**src/rtl/clk_div_ctrl.sv**
```systemverilog
// clk_div_ctrl: runtime-programmable clock-enable controller.
// Holds the active divisor, sequences start/stop from the level-sensitive
// `en`, and takes new divisors over a valid/ready handshake. A divisor that
// arrives while running is parked in pend_q and applied only at the next
// period boundary, so no period is ever cut short.
//
// Handshake: a transfer happens on any rising edge where cfg_valid and
// cfg_ready are both high; cfg_div is sampled only on that edge. cfg_ready
// is low only while a divisor is already waiting (PEND).
//
// Optional feature macro: CLK_DIV_CTRL_HALF_TICK_EN builds the mid-period
// half_tick pulse; without it half_tick is tied low.
module clk_div_ctrl #(
   parameter int unsigned IN_FREQ  = 50000000,
   parameter int unsigned OUT_FREQ = 9600,
   parameter int unsigned DIV_W    = 24
) (
   input  logic             clk,
   input  logic             rst,
   input  logic             en,
   input  logic             cfg_valid,
   input  logic [DIV_W-1:0] cfg_div,
   output logic             cfg_ready,
   output logic             tick,
   output logic             half_tick,
   output logic             new_clk,
   output logic             running
);

   // A divisor below 2 cannot produce a period, so 2 is the floor.
   localparam int unsigned      DEFAULT_RAW = IN_FREQ / OUT_FREQ;
   localparam logic [DIV_W-1:0] DEFAULT_DIV = (DEFAULT_RAW < 2) ? DIV_W'(2) : DIV_W'(DEFAULT_RAW);

   typedef enum logic [1:0] {
      IDLE = 2'd0,
      RUN  = 2'd1,
      PEND = 2'd2
   } state_t;

   state_t           state;
   logic [DIV_W-1:0] cnt;
   logic [DIV_W-1:0] div_q;
   logic [DIV_W-1:0] pend_q;
   logic [DIV_W-1:0] cfg_clamped;
   logic [DIV_W-1:0] cnt_inc;
   logic [DIV_W-1:0] half_div;
   logic             wrap;
   logic             xfer;

   assign cfg_clamped = (cfg_div < DIV_W'(2)) ? DIV_W'(2) : cfg_div;
   assign cnt_inc     = cnt + DIV_W'(1);
   assign half_div    = div_q >> 1;
   // div_q is never below 2, so div_q-1 cannot underflow.
   assign wrap        = (cnt == (div_q - DIV_W'(1)));
   assign cfg_ready   = (state != PEND);
   assign running     = (state != IDLE);
   assign xfer        = cfg_valid && cfg_ready;

   // Main sequencer: state, counter, divisor registers, tick and new_clk.
   always_ff @(posedge clk or negedge rst) begin
      if (!rst) begin
         state   <= IDLE;
         cnt     <= '0;
         div_q   <= DEFAULT_DIV;
         pend_q  <= '0;
         tick    <= 1'b0;
         new_clk <= 1'b0;
      end else begin
         tick    <= 1'b0;
         new_clk <= 1'b0;
         case (state)
            IDLE: begin
               cnt <= '0;
               if (xfer) begin
                  div_q <= cfg_clamped;
               end
               if (en) begin
                  state <= RUN;
               end
            end
            RUN, PEND: begin
               if (!en) begin
                  // Stop wins over a wrap; a waiting divisor is committed
                  // rather than dropped.
                  state <= IDLE;
                  cnt   <= '0;
                  if (state == PEND) begin
                     div_q <= pend_q;
                  end else if (xfer) begin
                     div_q <= cfg_clamped;
                  end
               end else begin
                  if ((state == RUN) && xfer) begin
                     pend_q <= cfg_clamped;
                     state  <= PEND;
                  end
                  if (wrap) begin
                     cnt  <= '0;
                     tick <= 1'b1;
                     if (state == PEND) begin
                        div_q <= pend_q;
                        state <= RUN;
                     end
                  end else begin
                     cnt     <= cnt_inc;
                     new_clk <= (cnt_inc >= half_div);
                  end
               end
            end
            default: begin
               state <= IDLE;
               cnt   <= '0;
            end
         endcase
      end
   end

`ifdef CLK_DIV_CTRL_HALF_TICK_EN
   // Mid-period pulse: fires as the counter steps onto div_q>>1.
   always_ff @(posedge clk or negedge rst) begin
      if (!rst) begin
         half_tick <= 1'b0;
      end else if ((state != IDLE) && en && !wrap) begin
         half_tick <= (cnt_inc == half_div);
      end else begin
         half_tick <= 1'b0;
      end
   end
`else
   assign half_tick = 1'b0;
`endif

endmodule

```
**config.mk**
```make
export PLATFORM = sky130hd
export DESIGN_NAME = clk_div_ctrl
export DESIGN_NICKNAME = d
export VERILOG_FILES = /design/src/rtl/clk_div_ctrl.sv
export SDC_FILE = /design/constraint.sdc
export NUM_CORES = 1
export LEC_CHECK = 0
export BUFFER_PORTS_ARGS = -buffer_cell sky130_fd_sc_hd__buf_2
export CAP_MARGIN = 5
export CELL_PAD_IN_SITES_DETAIL_PLACEMENT = 1
export CELL_PAD_IN_SITES_GLOBAL_PLACEMENT = 1
export CORE_MARGIN = 2
export CORE_UTILIZATION = 44
export DETAILED_ROUTE_END_ITERATION = 10
export PLACE_DENSITY_LB_ADDON = 0.08
export SYNTH_ARGS = -nofsm -noshare
export SYNTH_HDL_FRONTEND = slang
export SYNTH_SLANG_ARGS = --single-unit
export TNS_END_PERCENT = 20
```
**constraint.sdc**
```tcl
create_clock -name clk -period 3.1 [get_ports clk]
set_input_delay 0.31 -clock clk [delete_from_list [all_inputs] [get_ports clk]]
set_output_delay 0.31 -clock clk [all_outputs]
set_load 0.02 [all_outputs]
```
==> report_table.html <==
<table>
<tr><th>Metric</th><th>Value</th></tr>
<tr><th colspan="2">GRT</th></tr>
<tr><td>Total global routing track utilization</td><td>0.244</td></tr>
<tr><td>Initial antenna violation count</td><td>0</td></tr>
<tr><td>Sum of overflow across all layers after global routing</td><td>0</td></tr>
<tr><td>Global-route wire length before repair</td><td>23900 um</td></tr>
<tr><td>Via count of the first global-routing pass</td><td>4544</td></tr>
<tr><td>Pin count of the biggest net entering global routing</td><td>77</td></tr>
<tr><th colspan="2">Worst setup path</th></tr>
<tr><td>Start of the worst register-to-register path</td><td>div_q[10]</td></tr>
<tr><td>Worst r2r path cells</td><td>9</td></tr>
<tr><td>Path type of the worst setup path</td><td>reg -&gt; reg</td></tr>
<tr><td>First element of the critical path</td><td>div_q[10]</td></tr>
<tr><td>Worst R2R Setup Slack</td><td>-0.16 ns</td></tr>
<tr><td>R2R Path End</td><td>div_q[14]</td></tr>
<tr><td>Startpoint type of the worst setup path</td><td>register</td></tr>
<tr><td>CP most frequent cell</td><td>or4_4</td></tr>
<tr><td>Worst endpoint data arrival time</td><td>3.54 ns</td></tr>
<tr><td>Cell family with the largest share of critical-path delay</td><td>simple AND/OR/NAND/NOR gates</td></tr>
<tr><td>Slowest cell delay on critical path</td><td>0.53 ns</td></tr>
<tr><td>Count of buffer and inverter cells on the critical path</td><td>1</td></tr>
<tr><td>Cell at the slowest stage of the critical path</td><td>or4_4</td></tr>
<tr><td>Endpoint class of the critical path</td><td>register</td></tr>
<tr><td>Critical path fanouts, max</td><td>19</td></tr>
<tr><td>Critical path data required time</td><td>3.37 ns</td></tr>
<tr><td>CP Cell Sequence</td><td>or4_4 &gt; or4_4 &gt; or4b_4 &gt; a21oi_2 &gt; nand3_1 &gt; or4_4 &gt; o21ai_4 &gt; buf_12 &gt; a2bb2oi_2</td></tr>
<tr><th colspan="2">Synthesis</th></tr>
<tr><td>Synth Register Bits</td><td>76</td></tr>
<tr><td>Register area share after synthesis</td><td>0.381</td></tr>
<tr><td>Syn nets</td><td>560</td></tr>
<tr><td>Cells after Synth</td><td>503</td></tr>
<tr><td>Dominant register cell in the synthesized netlist</td><td>dfrtp_1</td></tr>
<tr><td>Number of synthesized flops with an enable pin</td><td>0</td></tr>
<tr><td>Yosys warning total</td><td>0</td></tr>
<tr><td>Unique masters post-synth</td><td>56</td></tr>
<tr><td>Netlist Area Pre-Place</td><td>5010 sq um</td></tr>
<tr><td>Avg Inst Size Synth</td><td>9.96 sq um</td></tr>
<tr><td>Proportion of register bits with asynchronous set or reset after synthesis</td><td>1.00</td></tr>
<tr><th colspan="2">Layout</th></tr>
<tr><td>Diodes inserted</td><td>0</td></tr>
<tr><td>Commonest non-fill, non-tap cell in the layout</td><td>dfrtp_1</td></tr>
<tr><td>Fraction of layout instances using a drive strength above 1</td><td>0.311</td></tr>
<tr><td>Fin cells</td><td>725</td></tr>
<tr><td>Layout-stage area growth over the synthesis result</td><td>22.6%</td></tr>
<tr><td>Commonest cells after routing, fill and taps aside</td><td>71 x dfrtp_1, 56 x buf_4, 35 x inv_1</td></tr>
<tr><td>Number of fillers in the final layout</td><td>1237</td></tr>
<tr><td>Layout Utilization</td><td>0.559</td></tr>
<tr><td>Design area</td><td>6140 sq um</td></tr>
<tr><td>Final layout net count</td><td>637</td></tr>
<tr><th colspan="2">STA</th></tr>
<tr><td>Fmax achieved</td><td>306 MHz</td></tr>
<tr><td>Relative slew slack</td><td>0.339</td></tr>
<tr><td>Clock Skew</td><td>0.00757 ns</td></tr>
<tr><td>Fin crit share</td><td>1.05</td></tr>
<tr><td>Unrepaired setup endpoints after global routing</td><td>true</td></tr>
<tr><td>Final number of setup-violating endpoints</td><td>50</td></tr>
<tr><td>Total count of hold-check failures in the final report</td><td>0</td></tr>
<tr><td>Final setup slack of the worst path</td><td>-0.165 ns</td></tr>
<tr><td>Final Critical Period</td><td>3.26 ns</td></tr>
<tr><td>Worst-margin pin slew</td><td>0.991 ns</td></tr>
<tr><td>Summed negative setup slack over all endpoints</td><td>-5.44 ns</td></tr>
<tr><td>Number of pins exceeding their max-slew limit in the final report</td><td>0</td></tr>
<tr><th colspan="2">Place</th></tr>
<tr><td>Cell count after placement</td><td>708</td></tr>
<tr><td>IO buf count</td><td>31</td></tr>
<tr><td>HPWL after detailed placement</td><td>10600 um</td></tr>
<tr><td>Instance area at placement</td><td>5720 sq um</td></tr>
<tr><td>RD Place Congestion</td><td>0.835</td></tr>
<tr><th colspan="2">CTS</th></tr>
<tr><td>Maximum clock path buffer count</td><td>2</td></tr>
<tr><td>Num CTS Buffers</td><td>9</td></tr>
<tr><td>Count of hold buffers inserted by post-cts repair</td><td>0</td></tr>
<tr><td>Insertion delay to the later sink of the worst-skew pair</td><td>0.35 ns</td></tr>
<tr><td>H-tree lvl count</td><td>3</td></tr>
<tr><td>TritonCTS clock tree</td><td>done</td></tr>
<tr><td>Buffer type at the clock tree root</td><td>clkbuf_16</td></tr>
<tr><td>Clock slew seen by the registers of the worst setup and hold paths</td><td>0.06 ns</td></tr>
<tr><td>Clock net sink count</td><td>76</td></tr>
<tr><th colspan="2">Min path</th></tr>
<tr><td>Worst hold path class</td><td>in -&gt; async</td></tr>
<tr><th colspan="2">Floorplan</th></tr>
<tr><td>Area of the die</td><td>12300 sq um</td></tr>
<tr><td>Number of rows created at floorplan</td><td>38</td></tr>
<tr><td>Die extent in y</td><td>111 um</td></tr>
<tr><td>Top Ports</td><td>33</td></tr>
<tr><td>Effective utilization at floorplan</td><td>0.456</td></tr>
<tr><td>Core area</td><td>11000 sq um</td></tr>
<tr><td>Die width</td><td>111 um</td></tr>
<tr><th colspan="2">Pwr</th></tr>
<tr><td>P_int</td><td>3.31 mW</td></tr>
<tr><td>Comb power frac</td><td>0.519</td></tr>
<tr><td>Sequential fraction of design power</td><td>0.294</td></tr>
<tr><td>Clock power frac</td><td>0.187</td></tr>
<tr><td>Switching share of power</td><td>0.399</td></tr>
<tr><td>VDD IR-drop max</td><td>0.607 mV</td></tr>
<tr><td>Power spent charging and discharging nets</td><td>2.20 mW</td></tr>
<tr><td>Total power consumption of the routed design</td><td>5.51 mW</td></tr>
<tr><td>Leak pwr</td><td>2.78 nW</td></tr>
<tr><td>Power Density</td><td>898 nW/um^2</td></tr>
<tr><th colspan="2">Drt</th></tr>
<tr><td>Antenna-violating nets left</td><td>0</td></tr>
<tr><td>WL per Instance</td><td>19.4 um</td></tr>
<tr><td>Remaining routing DRC violations</td><td>0</td></tr>
<tr><td>Number of detailed-routing iterations run before antenna repair</td><td>4</td></tr>
<tr><td>Aggregate routed wire length</td><td>14100 um</td></tr>
<tr><td>Overall via count from detail_route</td><td>4181</td></tr>
<tr><td>Vias per Instance</td><td>5.77</td></tr>
<tr><td>Count of routing violations after the opening detailed-route iteration</td><td>145</td></tr>
<tr><th colspan="2">Run status</th></tr>
<tr><td>Failing checks</td><td>setup timing</td></tr>
<tr><td>Outcome</td><td>complete, but fails checks</td></tr>
<tr><th colspan="2">Run</th></tr>
<tr><td>Max-cap violation count</td><td>0</td></tr>
</table>
cell usage after synthesis, drive strengths merged (6+ instances only):
| cell | number | area (sq um) |
|---|---|---|
| ha | 29 | 363 |
| and3 | 6 | 37.5 |
| nor4 | 13 | 81.3 |
| nor2b | 27 | 169 |
| inv | 35 | 131 |
| or4 | 6 | 56.3 |
| buf | 7 | 62.6 |
| o21ai | 10 | 61.3 |
| xor2 | 23 | 201 |
| a2bb2oi | 22 | 305 |
| a21oi | 11 | 55.1 |
| mux2 | 22 | 248 |
| nand3 | 17 | 85.1 |
| nand2 | 20 | 75.1 |
| nor3 | 12 | 60.1 |
| xnor2 | 31 | 272 |
| nor2 | 26 | 97.6 |
| nand4 | 14 | 87.6 |
| o22ai | 25 | 156 |
| clkbuf | 18 | 67.6 |
| a21o | 8 | 60.1 |
| dfrtp | 71 | 1780 |
metrics by stage:
stage	hold slack, ns	worst slack (ns)
after floorplan	0.0144	-0.189
after global placement	0.490	-0.0971
after detailed placement	0.496	-0.191
after CTS	0.155	-0.175
after global routing	0.197	-0.270
final	0.116	-0.165
cell type report:
class / instances / area [sq um] / area share
Sequential cell: 76 / 1910 / 0.311
Clock inverter: 6 / 47.5 / 0.00774
Clock buffer: 10 / 239 / 0.0389
Inverter: 35 / 131 / 0.0214
Multi-Input combinational cell: 367 / 2990 / 0.486
Timing Repair Buffer: 91 / 653 / 0.106
Tap cell: 140 / 175 / 0.0285
power groups by stage:
stage                     Sequential, mW  Combinational [mW]  Clock (mW)
final                               1.62                2.86        1.03
after floorplan                     1.59                1.84           0
after global placement              1.60                2.63           0
after CTS                           1.62                2.85        1.06
after global routing                1.66                3.13        1.09
after detailed placement            1.63                2.74           0
cell families after synthesis:
group / share of synthesized area
AO/OA/AOI/OAI: 0.171
XOR/XNOR: 0.0944
adder cells (fa/ha/maj): 0.0724
buffers and inverters: 0.0522
flip-flops: 0.381
multiplexers: 0.0515
other: 0.000749
AND/OR/NAND/NOR: 0.177
state kept, by name (all words and copies together) (netlist names):
signal   flops
cnt         24
div_q       24
new_clk      1
pend_q      24
state        2
tick         1
layer usage:
metal / GRT usage / wire, um / part of all wire / vias to the layer above
met5: 0 / 0 / 0 / -
met4: 0.0975 / 383 / 0.027 / 0
met3: 0.0465 / 412 / 0.029 / 22
met2: 0.403 / 6820 / 0.48 / 75
met1: 0.317 / 6480 / 0.46 / 2102
li1: - / - / - / 1982
worst max-delay path by stage:
stage / to / slack [ns] / depth (start not counted)
6_report: div_q[14] / -0.16 / 9
5_1_grt: div_q[4] / -0.27 / 13
4_1_cts: div_q[9] / -0.17 / 9
3_5_place_dp: div_q[20] / -0.19 / 9
3_3_place_gp: div_q[0] / -0.1 / 9
2_1_floorplan: div_q[21] / -0.19 / 10
repair_timing:
item                       CTS  global route
setup endpoints to repair   51            51
pin swaps                    1             4
resized for setup           21             6
buffers inserted             1             0
Note: power is estimated with default switching activity, not from simulation.
